<file path="src/rtl/shop_v.sv">
// Three-lane ASCII item-code case flipper.
// Registers the flipped code, an illegal flag and an accept count.
module shop_v #(
    parameter int CNT_W = 8
) (
    input  logic             i_clk,
    input  logic             i_rst_n,
    input  logic             a,
    input  logic             b,
    input  logic             c,
    input  logic [23:0]      i_code,
    output logic [23:0]      o_f,
    output logic             o_err,
    output logic [CNT_W-1:0] o_cnt
);

    logic [2:0]  en;
    logic [23:0] f_nxt;
    logic [2:0]  ill;
    logic        acc;

    assign en  = {c, b, a};
    assign acc = (|en) && !(|ill);

    // Per-lane classify and transform; disabled lanes pass through.
    always_comb begin
        logic [7:0] ch;
        ch    = '0;
        f_nxt = i_code;
        ill   = '0;
        for (int i = 0; i < 3; i++) begin
            ch = i_code[8*i +: 8];
            if (en[i]) begin
                unique case (1'b1)
                    (ch >= 8'h41 && ch <= 8'h5A):
                        f_nxt[8*i +: 8] = ch + 8'h20;
                    (ch >= 8'h61 && ch <= 8'h7A):
                        f_nxt[8*i +: 8] = ch - 8'h20;
                    (ch >= 8'h30 && ch <= 8'h39):
                        f_nxt[8*i +: 8] = ch;
                    default: begin
                        f_nxt[8*i +: 8] = 8'h3F;
                        ill[i]          = 1'b1;
                    end
                endcase
            end
        end
    end

    // Output registers and wrapping accept counter.
    always_ff @(posedge i_clk or negedge i_rst_n) begin
        if (!i_rst_n) begin
            o_f   <= '0;
            o_err <= 1'b0;
            o_cnt <= '0;
        end else begin
            o_f   <= f_nxt;
            o_err <= |ill;
            if (acc) begin
                o_cnt <= o_cnt + {{(CNT_W-1){1'b0}}, 1'b1};
            end
        end
    end

endmodule

</file>
<file path="config.mk">
export PLATFORM = sky130hd
export DESIGN_NAME = shop_v
export DESIGN_NICKNAME = d
export VERILOG_FILES = /design/src/rtl/shop_v.sv
export SDC_FILE = /design/constraint.sdc
export NUM_CORES = 1
export LEC_CHECK = 0
export BUFFER_PORTS_ARGS = -buffer_cell sky130_fd_sc_hd__buf_2
export CORE_ASPECT_RATIO = 0.8
export CORE_MARGIN = 3
export CORE_UTILIZATION = 38
export DETAILED_ROUTE_END_ITERATION = 8
export PLACE_DENSITY = 0.63
export SLEW_MARGIN = 20
export SYNTH_ARGS = -nofsm -noshare
export SYNTH_HDL_FRONTEND = slang
export SYNTH_SLANG_ARGS = --single-unit
</file>
<file path="constraint.sdc">
create_clock -name i_clk -period 1.2 [get_ports i_clk]
set_input_delay 0.12 -clock i_clk [delete_from_list [all_inputs] [get_ports i_clk]]
set_output_delay 0.12 -clock i_clk [all_outputs]
set_load 0.005 [all_outputs]
</file>
==> metrics.csv <==
stage,metric,value,unit
logic_synthesis,mapped cell area,0.001612,sq mm
global_routing,gr usage total,0.1826,
cts,H-tree Lvls,2,
drt,wire per inst,13.93,microns
global_routing,vias in the first global route,1609,
logic_synthesis,Syn Nets,177,
drt,initial DRC count,43,
outcome,status,"finished, violations left",
sta,Final Worst Setup Slack,-0.2965,ns
sta,final hold violations,0,
worst_setup_path,WP data required,1.40,ns
logic_synthesis,asr flop ratio synth,1.000,
cells_and_area,multi-input logic area,932.1,sq um
cts,Root Buffer,clkbuf_8,
logic_synthesis,yosys warns,0,
logic_synthesis,Synth area leaders,"dfrtp_1 51%, or2b_1 4.7%, fa_1 3.7%",
global_routing,met3 Use GR,0.03944,
logic_synthesis,Synth cell types,37,
drt,Antenna Nets Post-Route,0,
logic_synthesis,"top cells by count, synth","33 x dfrtp_1, 11 x nand2_1, 10 x inv_1, 10 x or2b_1, 9 x o21ai_0",
cells_and_area,area grow syn2layout,65.06,%
die,Core Box Area,0.003929,sq mm
outcome,failing checks,negative setup slack,
placement,GP Congestion,0.8570,
power_and_ir_drop,power per cell area,1215,mW/mm^2
die,height of the die,64.25,microns
worst_setup_path,max incr delay on CP,0.53,ns
logic_synthesis,cell count after synthesis,144,
sta,"Slew Viols, Final",0,
placement,hpwl dp,3307,microns
power_and_ir_drop,Int Pwr,2.222,mW
global_routing,largest net degree at the start of global routing,34,
logic_synthesis,number of synthesized flops with an enable pin,0,
die,Starting Density,0.4102,
worst_setup_path,CP Max Fanout,2,
power_and_ir_drop,combinational share of power,0.315,
global_routing,first-pass GRT wire length,7169,microns
die,# rows,20,
cts,Clock Latency Late Sink,0.28,ns
power_and_ir_drop,Psw,1.011,mW
die,io pins,62,
worst_setup_path,CP max-delay cell,or4_4,
cts,TritonCTS clock tree,done,
placement,number of port buffers,61,
sta,post-route clock period utilization,1.247,
power_and_ir_drop,Lkg Pwr,1.276,nW
logic_synthesis,post-synthesis sequential area ratio,0.5124,
cells_and_area,Sequential Area,825.8,sq um
cts,total CTS buffers,5,
drt,DRC,0,
cts,clk buf depth,2,
global_routing,initial antenna violation count,0,
global_routing,grt met2 use,0.3252,
sta,endpoints failing setup,14,
cts,Worst-path clk slew,0.07,ns
logic_synthesis,most common cell in the synthesized netlist,dfrtp_1,
cells_and_area,Fill cells,339,
placement,placed standard-cell area,0.002375,sq mm
die,Die W,78.81,microns
power_and_ir_drop,Seq pwr share,0.442,
worst_hold_path,min-delay worst type,input pin to register,
sta,setup TNS,-2.782,ns
sta,RSZ-0062 raised after global routing,true,
worst_setup_path,Crit path max-delay family,simple AND/OR/NAND/NOR gates,
power_and_ir_drop,worst vdd ir,0.5765,mV
global_routing,total grt overflow,0,
power_and_ir_drop,Pwr Total,3.233,mW
drt,detailed-route wire length,4361,microns
drt,via/cell ratio,4.741,
drt,Pre-Repair DR Iteration Count,4,
worst_setup_path,critical path arrival,1.70,ns
logic_synthesis,"Top FF cell, synth",dfrtp_1,
cells_and_area,layout net count,290,
logic_synthesis,synthesized area per cell,11.19,sq um
global_routing,busiest grt layer,met2,
cells_and_area,share of cells above drive strength 1,0.5891,
sta,Worst Skew,0.001706,ns
worst_setup_path,crit path buf inv count,1,
worst_setup_path,crit-path cells,"buf_6, or4_4, o22ai_4, nor2_4, nand2_2, fa_2, nand3b_1, o21ai_1",
logic_synthesis,"FF+latch count, synth",33,
worst_setup_path,critical path class,input pin to register,
power_and_ir_drop,clock network power share,0.243,
logic_synthesis,"area leader, netlist",dfrtp_1,
worst_setup_path,CP endpoint kind,register,
sta,crit path time final,1.497,ns
cells_and_area,fin area,0.002660,sq mm
sta,fmax,668.2,MHz
sta,Max-slew headroom,0.7197,
die,Die Area,0.005063,sq mm
drt,via count,1484,
sta,Worst-Margin Slew,0.4204,ns
power_and_ir_drop,Switching Share,0.3128,
global_routing,met1 Use GR,0.2036,
logic_synthesis,area share of the largest cell type after synthesis,0.5124,
run,max-cap viol count,0,
worst_setup_path,startpoint types,input pin,
cts,CTS sink cnt,33,
cells_and_area,diode count,0,
## cell usage in the layout (no fill, tap or decap), types with 3 or more instances in the layout
cell       n
nor3_2     3
nand2_1   10
dfrtp_1   33
a21oi_2    3
nor2_1     3
clkbuf_8   5
buf_4     40
nor2_4     4
xor2_1     4
nor3_4     3
inv_1     10
buf_2     54
or2b_1    10
o21ai_1    3
buf_6     10
nand2b_1   6
fa_2       3
nand3_1    5
o21ai_0    6
## power by group through the flow
stage               clock (mW)  combinational [mW]  sequential [mW]
floorplan                    0               0.367             1.44
global placement             0               0.869             1.42
detailed placement           0               0.906             1.43
CTS                      0.819               0.941             1.41
global route             0.877                1.12             1.45
finish                   0.785                1.02             1.43
## worst paths after layout
path / slack (ns) / endpoint / cells after the start / startpoint
min in group asynchronous: 0.40 / o_f[11]$_DFF_PN0_ / 3 / i_rst_n
max in group asynchronous: 0.50 / o_f[6]$_DFF_PN0_ / 3 / i_rst_n
max reg2reg: -0.03 / o_cnt[5]$_DFFE_PN0P_ / 4 / o_cnt[0]$_DFFE_PN0P_
min: 0.06 / o_f[10]$_DFF_PN0_ / 2 / i_code[10]
max: -0.30 / o_f[14]$_DFF_PN0_ / 8 / i_code[12]
min reg2reg: 0.46 / o_cnt[7]$_DFFE_PN0P_ / 1 / o_cnt[7]$_DFFE_PN0P_
## flip-flops by register name, summed over array words and instances (netlist names)
register / flops
o_cnt: 8
o_err: 1
o_f: 24
## layout make-up
class                           count  share of cell area
Multi-Input combinational cell    101              0.3504
Tap cell                           55             0.02587
Clock buffer                        6             0.02728
Timing Repair Buffer              106              0.2681
Sequential cell                    33              0.3104
Inverter                           10             0.01411
Clock inverter                      2            0.003763
## logic make-up (layout without fill, tap and decap cells)
logic type / count (synthesis) / after routing / synth area share
AND/OR/NAND/NOR: 63 / 63 / 0.2477
buffers and inverters: 10 / 124 / 0.02329
XOR/XNOR: 8 / 8 / 0.04348
flip-flops: 33 / 33 / 0.5124
AO/OA/AOI/OAI: 24 / 24 / 0.1141
multiplexers: 2 / 2 / 0.01397
adder cells (fa/ha/maj): 4 / 4 / 0.04503
## through the flow
step / util / cells / setup WS (ns) / hold WS, ns
after floorplan: - / 144 / -0.4826 / -0.1756
after global placement: 0.6045 / 302 / -0.5760 / 0.1634
after detailed placement: 0.6045 / 302 / -0.6113 / 0.1762
after CTS: 0.6475 / 312 / -0.2940 / 0.05312
after global routing: 0.6771 / 313 / -0.3691 / 0.05758
final: 0.6771 / 313 / -0.2965 / 0.05581
## layer usage
layer	up-vias	wire length, microns
met5	-	0
met4	0	110
met3	12	203
met2	44	2348
met1	713	1699
li1	715	-
## what timing repair did
action,4_1_cts,5_1_grt
hold endpoints to repair,33,0
endpoints found under the setup margin,16,23
hold buffers,1,0
cloned,0,0
setup buffers,2,3
gates resized for setup,14,24
pin swaps,8,13
Note: power is estimated with default switching activity, not from simulation.
